[src/rtl/branch_cond_if.sv]
// Control-unit side bundle of the branch condition unit: operand bus,
// evaluate/acknowledge handshake, decision outputs and taken-branch counter.
interface branch_cond_if #(
  parameter int DATA_W = 32,
  parameter int CNT_W  = 16
);
  logic signed [DATA_W-1:0] bus_in;
  logic                     opa_ld;
  logic                     cmp_mode;
  logic        [2:0]        cond_sel;
  logic                     con_in;
  logic                     con_ack;
  logic                     cnt_clr;
  logic                     con_out;
  logic                     con_valid;
  logic                     overrun;
  logic        [CNT_W-1:0]  taken_count;

  modport master (
    output bus_in, opa_ld, cmp_mode, cond_sel, con_in, con_ack, cnt_clr,
    input  con_out, con_valid, overrun, taken_count
  );

  modport slave (
    input  bus_in, opa_ld, cmp_mode, cond_sel, con_in, con_ack, cnt_clr,
    output con_out, con_valid, overrun, taken_count
  );
endinterface

[src/rtl/branch_cond_unit.sv]
// Branch condition unit: signed compare of bus_in against zero or a latched
// operand, with a one-deep result hold, overrun flag and saturating taken count.
module branch_cond_unit #(
  parameter int DATA_W = 32,
  parameter int CNT_W  = 16
) (
  input  logic          clk,
  input  logic          clear,
  branch_cond_if.slave  bc
);

  typedef enum logic {IDLE, HOLD} state_t;

  state_t                   state_q;
  logic signed [DATA_W-1:0] opa_q;
  logic                     con_out_q;
  logic                     con_valid_q;
  logic                     overrun_q;
  logic        [CNT_W-1:0]  taken_q;

  logic signed [DATA_W-1:0] ref_v;
  logic                     flag;
  logic                     accept;

  function automatic logic [CNT_W-1:0] sat_inc(input logic [CNT_W-1:0] v);
    return (&v) ? v : v + {{(CNT_W-1){1'b0}}, 1'b1};
  endfunction

  // Both operands are signed, so relational operators are overflow-free.
  always_comb begin
    ref_v = bc.cmp_mode ? opa_q : '0;
    flag  = 1'b0;
    case (bc.cond_sel)
      3'b000:  flag = (bc.bus_in == ref_v);
      3'b001:  flag = (bc.bus_in != ref_v);
      3'b010:  flag = (bc.bus_in >= ref_v);
      3'b011:  flag = (bc.bus_in <  ref_v);
      3'b100:  flag = (bc.bus_in >  ref_v);
      3'b101:  flag = (bc.bus_in <= ref_v);
      3'b110:  flag = 1'b1;
      default: flag = 1'b0;
    endcase
  end

  // A request is taken in IDLE, or in HOLD only when the held result is acked.
  assign accept = bc.con_in && ((state_q == IDLE) || bc.con_ack);

  always_ff @(posedge clk) begin
    if (clear) begin
      state_q     <= IDLE;
      opa_q       <= '0;
      con_out_q   <= 1'b0;
      con_valid_q <= 1'b0;
      overrun_q   <= 1'b0;
      taken_q     <= '0;
    end else begin
      if (bc.opa_ld) opa_q <= bc.bus_in;

      case (state_q)
        IDLE: begin
          if (bc.con_in) begin
            con_out_q   <= flag;
            con_valid_q <= 1'b1;
            state_q     <= HOLD;
          end
        end
        HOLD: begin
          if (bc.con_ack) begin
            if (bc.con_in) begin
              con_out_q <= flag;
            end else begin
              con_valid_q <= 1'b0;
              state_q     <= IDLE;
            end
          end else if (bc.con_in) begin
            overrun_q <= 1'b1;
          end
        end
        default: state_q <= IDLE;
      endcase

      if (bc.cnt_clr)            taken_q <= '0;
      else if (accept && flag)   taken_q <= sat_inc(taken_q);
    end
  end

  assign bc.con_out     = con_out_q;
  assign bc.con_valid   = con_valid_q;
  assign bc.overrun     = overrun_q;
  assign bc.taken_count = taken_q;

endmodule

[src/flat_wrapper.sv]
// flat-port wrapper written by rule: the top's interface ports become plain ports
module branch_cond_unit_flat 
#(
  parameter int DATA_W = 32,
  parameter int CNT_W  = 16
)
  (clk, clear, bc_bus_in, bc_opa_ld, bc_cmp_mode, bc_cond_sel, bc_con_in, bc_con_ack, bc_cnt_clr, bc_con_out, bc_con_valid, bc_overrun, bc_taken_count);
  branch_cond_if #(.DATA_W(DATA_W), .CNT_W(CNT_W)) bc_i ();
  input  logic clk;
  input  logic clear;
  input wire logic [$bits(bc_i.bus_in)-1:0] bc_bus_in;
  input wire logic [$bits(bc_i.opa_ld)-1:0] bc_opa_ld;
  input wire logic [$bits(bc_i.cmp_mode)-1:0] bc_cmp_mode;
  input wire logic [$bits(bc_i.cond_sel)-1:0] bc_cond_sel;
  input wire logic [$bits(bc_i.con_in)-1:0] bc_con_in;
  input wire logic [$bits(bc_i.con_ack)-1:0] bc_con_ack;
  input wire logic [$bits(bc_i.cnt_clr)-1:0] bc_cnt_clr;
  output wire logic [$bits(bc_i.con_out)-1:0] bc_con_out;
  output wire logic [$bits(bc_i.con_valid)-1:0] bc_con_valid;
  output wire logic [$bits(bc_i.overrun)-1:0] bc_overrun;
  output wire logic [$bits(bc_i.taken_count)-1:0] bc_taken_count;
  assign bc_i.bus_in = bc_bus_in;
  assign bc_i.opa_ld = bc_opa_ld;
  assign bc_i.cmp_mode = bc_cmp_mode;
  assign bc_i.cond_sel = bc_cond_sel;
  assign bc_i.con_in = bc_con_in;
  assign bc_i.con_ack = bc_con_ack;
  assign bc_i.cnt_clr = bc_cnt_clr;
  assign bc_con_out = bc_i.con_out;
  assign bc_con_valid = bc_i.con_valid;
  assign bc_overrun = bc_i.overrun;
  assign bc_taken_count = bc_i.taken_count;
  branch_cond_unit #(.DATA_W(DATA_W), .CNT_W(CNT_W)) u_core (.clk(clk), .clear(clear), .bc(bc_i));
endmodule
[config.mk]
export PLATFORM = sky130hd
export DESIGN_NAME = branch_cond_unit_flat
export DESIGN_NICKNAME = d
export VERILOG_FILES = /design/src/rtl/branch_cond_if.sv /design/src/rtl/branch_cond_unit.sv /design/src/flat_wrapper.sv
export SDC_FILE = /design/constraint.sdc
export NUM_CORES = 1
export LEC_CHECK = 0
export ABC_AREA = 1
export CAP_MARGIN = 20
export CORE_MARGIN = 3
export CORE_UTILIZATION = 49
export DETAILED_ROUTE_END_ITERATION = 12
export PLACE_DENSITY = 0.88
export SYNTH_ARGS = -nofsm -noshare
export SYNTH_HDL_FRONTEND = slang
export SYNTH_SLANG_ARGS = --single-unit
[constraint.sdc]
create_clock -name clk -period 6 [get_ports clk]
set_input_delay 1.2 -clock clk [delete_from_list [all_inputs] [get_ports clk]]
set_output_delay 1.2 -clock clk [all_outputs]
set_load 0.05 [all_outputs]
# Yosys cells after proc, flatten, opt, wreduce, memory -nomap -nowiden
# Cells that the tools add are included.
# W data, S select, Z words.
# word_totals
in_bits,42
regBits,52
# classes
addsub,1
muxes,12
eq_ne,11
magnitude_cmp,4
n_bitwise,3
reduce_logical,9
# op_table
operator,n
$eq A32 B32 Y1,1
$ge A32 B32 Y1,1
$gt A32 B32 Y1,1
$le A32 B32 Y1,1
$lt A32 B32 Y1,1
$mux W32,1
$ne A32 B32 Y1,1
$add A16 B1 Y16 const B,1
$reduce_and A16 Y1,1
$eq A3 B3 Y1 const B,3
$mux W1,7
$pmux W1 S7,1
$eq A3 B2 Y1 const B,2
$ne A2 B2 Y1 const B,3
$pmux W1 S2,3
$reduce_and A3 Y1,2
$eq A3 B1 Y1 const B,1
$logic_not A3 Y1,1
$not A1 Y1,3
$logic_and A1 B1 Y1,2
$reduce_and A2 Y1,1
$reduce_or A2 Y1,1
$logic_or A1 B1 Y1,1

# Logic depth before layout (Yosys ltp)
# logic_depth
word_depth,6
ltp_mapped,24
ltp_nobuf,23

# Least setup slack after synthesis
# OpenSTA, ideal clock, no wires.
# synth_path
path_type,in2reg
start,in bc_cmp_mode
end,"reg u_core.taken_q[3], in the netlist u_core.bc.taken_count[3]"
path_buffers,2
arrival_time_ps,3156
setup_slack_ps,2730
path_stages,19
cell_sequence,clkbuf_1 -> nand2_1 -> ha_1 -> nand2_2 -> nor3_2 -> nand2_1 -> nor2_4 -> nand2_2 -> nand2_2 -> nand2_1 -> nand3_1 -> nand2_1 -> inv_2 -> nand3_4 -> buf_6 -> nand3_1 -> nand2_1 -> inv_1 -> nor2_1
# synth_via
elab_chain_cells,5
word_cells_on_any_way,10
cone_classes,4 x order compare; 2 x eq/ne; 2 x mux; 2 x reduce/logical
# synth_lines
element,line,text
start: declaration,flat_wrapper.sv:13,input wire logic [$bits(bc_i.cmp_mode)-1:0] bc_cmp_mode;
$mux W32 (*),branch_cond_unit.sv:31,ref_v = bc.cmp_mode ? opa_q : '0;
"$le A32 B32 Y1, or another cell as far along",branch_cond_unit.sv:39,3'b101: flag = (bc.bus_in <= ref_v);
$pmux W1 S7 (*),branch_cond_unit.sv:33,case (bc.cond_sel)
$logic_and A1 B1 Y1 (*),branch_cond_unit.sv:83,else if (accept && flag) taken_q <= sat_inc(taken_q);
$reduce_and A2 Y1 (no line) (*),--,
end signal: assignment,branch_cond_unit.sv:83,
end: declaration,branch_cond_unit.sv:19,logic [CNT_W-1:0] taken_q;
# Mark *: on every way between the ends. The rest lies on a longest branch, timed or not.
# A chain may end at the register's enable or synchronous reset.

# Worst setup path after layout
# layout_path
start,in bc_cmp_mode
end,"reg u_core.taken_q[0], in the netlist u_core.bc.taken_count[0]"
# Same word-level chain as after synthesis.

==> results.cfg <==
[outcome]
outcome = finished clean

[routing]
wl_per_cell_um = 12.89
vias_per_cell = 5.442
dr.pass1.iters = 7
finalWirelength_um = 8055
drc = 0
postRouteAntennaNets = 0
vias = 3401
drtIter0Drc = 187

[clocking]
post-cts-setup-buffer-count = 0
clkLatencyLatePin_ns = 0.31
hold_buffers = 0
tritoncts = done
cts.reportedPaths.clkPinSlew_ns = 0.10
cts_buffers = 5
root_buffer = clkbuf_8
cts_max_level = 2
cts_resized = 0
cts_max_path_buffers = 2
cts_sinks = 52

[critical_path]
crit_top_cell = nand2_1
timing.critical_path.buf_inv = 2
crit_fanout = 26
worstPathCellList = clkdlybuf4s50_1, buf_4, nand2_1, ha_1, a21oi_1, o21ai_0, nand2_1, nand2_1, a21oi_1, nand3_1, nand3_1, nand2_1, nand2_2, nand3_4, nand3_1, nand2_1, nand2_1, nor2_1
path_class = input port to register
max_stage_delay_ns = 1.01
critPathCaptureType = register
cp_data_arrival_time_ns = 4.68
r2r_start = u_core.opa_q[15]
cpLargestDelayFamily = buffers and inverters
crit_slowest_cell = clkdlybuf4s50_1
start_kind = input port
worstPathRequired_ns = 6.21
crit_start = bc_cmp_mode

[layout]
layout.cells.most_common = nand2_1
layout_common_cells = 114 x nand2_1, 99 x nor2_1, 60 x clkdlybuf4s50_1, 52 x inv_1, 52 x dfxtp_1
drive_gt1_frac = 0.03650
syn_to_final_growth_pct = 23.33
antenna_cells = 0
layout.nets = 622
n_fill_cell = 562

[floorplan]
fp.dieW_um = 87.44
initial_utilization = 0.5088
die_area_um2 = 7645
coreArea_um2 = 6386
pin_count = 61
die_h_um = 87.44
rows = 29

[logic_synthesis]
netlist_area_um2 = 3249
ys_ff_latch = 52
synth_cell_types = 28
synth_fp_nets = 570
syn_area_per_cell_um2 = 6.564
synth.yosys.seq_area_share = 0.3204
yosysWarnings = 0
synth_cells = 495

[place]
io_buffers = 60
gp_congestion = 0.8288
hpwl_um = 5693

[timing]
fin_crit_sh = 0.7438
clock_skew_ns = 0.009758
rsz0062_at_grt = false
slew_viol_final = 0
fin_setup_tns_ns = 0
period_needed_ns = 4.463
max_freq_ghz = 0.2241
setup_viol = 0
hold_viol_final = 0
worst_slew_pin_slew_ns = 1.133
relSlewSlack = 0.2419

[global_route]
grt_use_total = 0.2120
grt_pass1_vias = 3179
grt_max_degree = 35
grt_pass1_wl_um = 13410
antenna_found_initial = 0
grt_overflow = 0

[pwr]
p_leak_nw = 1.745
p_per_area_nw_per_um2 = 202.0
irDropWorstVdd_mv = 0.1313
p_total_w = 0.0008097

[worst_hold_path]
min_from = u_core.bc.overrun
hp-class = register to register

[run]
drv_cap = 0
-- stage by stage --
step,hold WS [ns],util,area (um^2),worst slack [ns],instances
4_1_cts,0.4750,0.6275,4008,1.577,625
3_5_place_dp,0.4537,0.6078,3881,1.251,617
6_report,0.4731,0.6275,4008,1.537,625
3_3_place_gp,0.4484,0.6078,3881,1.471,617
5_1_grt,0.4850,0.6275,4008,1.253,625
2_1_floorplan,0.4372,-,3249,2.730,495
-- final timing paths --
path                                            endpoint  slack [ns]  depth (start not counted)
worst max-delay path            u_core.bc.taken_count[0]        1.54                         18
worst min-delay path                   u_core.bc.overrun        0.47                          1
worst max register to register  u_core.bc.taken_count[0]        3.37                         14
worst min register to register         u_core.bc.overrun        0.47                          1
-- cell families after synthesis --
| group | share of synthesized area |
|---|---|
| AND/OR/NAND/NOR | 0.3685 |
| buffers and inverters | 0.08702 |
| AO/OA/AOI/OAI | 0.09434 |
| flip-flops | 0.3204 |
| adder cells (fa/ha/maj) | 0.1271 |
| XOR/XNOR | 0.002696 |
-- sequential cells by signal (all words and copies together) (netlist names) --
signal	cells
u_core.opa_q	32
u_core.bc.taken_count	16
u_core.bc.overrun	1
u_core.bc.con_valid	1
u_core.state_q	1
u_core.bc.con_out	1
-- layout make-up --
class                      instances  area, um^2  share of cell area
sequential                        52        1041              0.2598
timing repair buffer              62       615.6              0.1536
clock buffer                       7       96.34             0.02404
inverter                          54       202.7             0.05058
multi-input combinational        372        1926              0.4805
clock inverter                     1       30.03            0.007493
tap                               77       96.34             0.02404
-- routing by layer --
metal / track usage / up-vias / part of all wire
li1: - / 1707 / -
met1: 0.2569 / 1536 / 0.42
met2: 0.3671 / 129 / 0.49
met3: 0.03879 / 29 / 0.059
met4: 0.08508 / 0 / 0.030
met5: 0 / - / 0
-- where the power goes --
| group | leakage, nW | internal, W | switching, W |
|---|---|---|---|
| combinational | 1.25 | 0.0000721 | 0.000103 |
| sequential | 0.428 | 0.000363 | 0.00000986 |
| clock | 0.0645 | 0.000147 | 0.000115 |
-- synth_stat cells, drive strengths merged --
cell    instances  share of area
nor2          100           0.12
a21o            1         0.0023
buf             3         0.0085
nand3b          1         0.0023
nand3          31          0.052
ha             33           0.13
a31oi           1         0.0019
nor4b           1         0.0046
dfxtp          52           0.32
o21a            3         0.0069
nand2         119           0.14
nor3            8          0.014
nand4          15          0.029
nor3b           1         0.0023
clkinv          1         0.0012
inv            53          0.061
nor4            3         0.0058
clkbuf         14          0.016
a21oi          18          0.028
o21ai          36          0.055
xnor2           1         0.0027
Power figures use the tool's default switching activity.
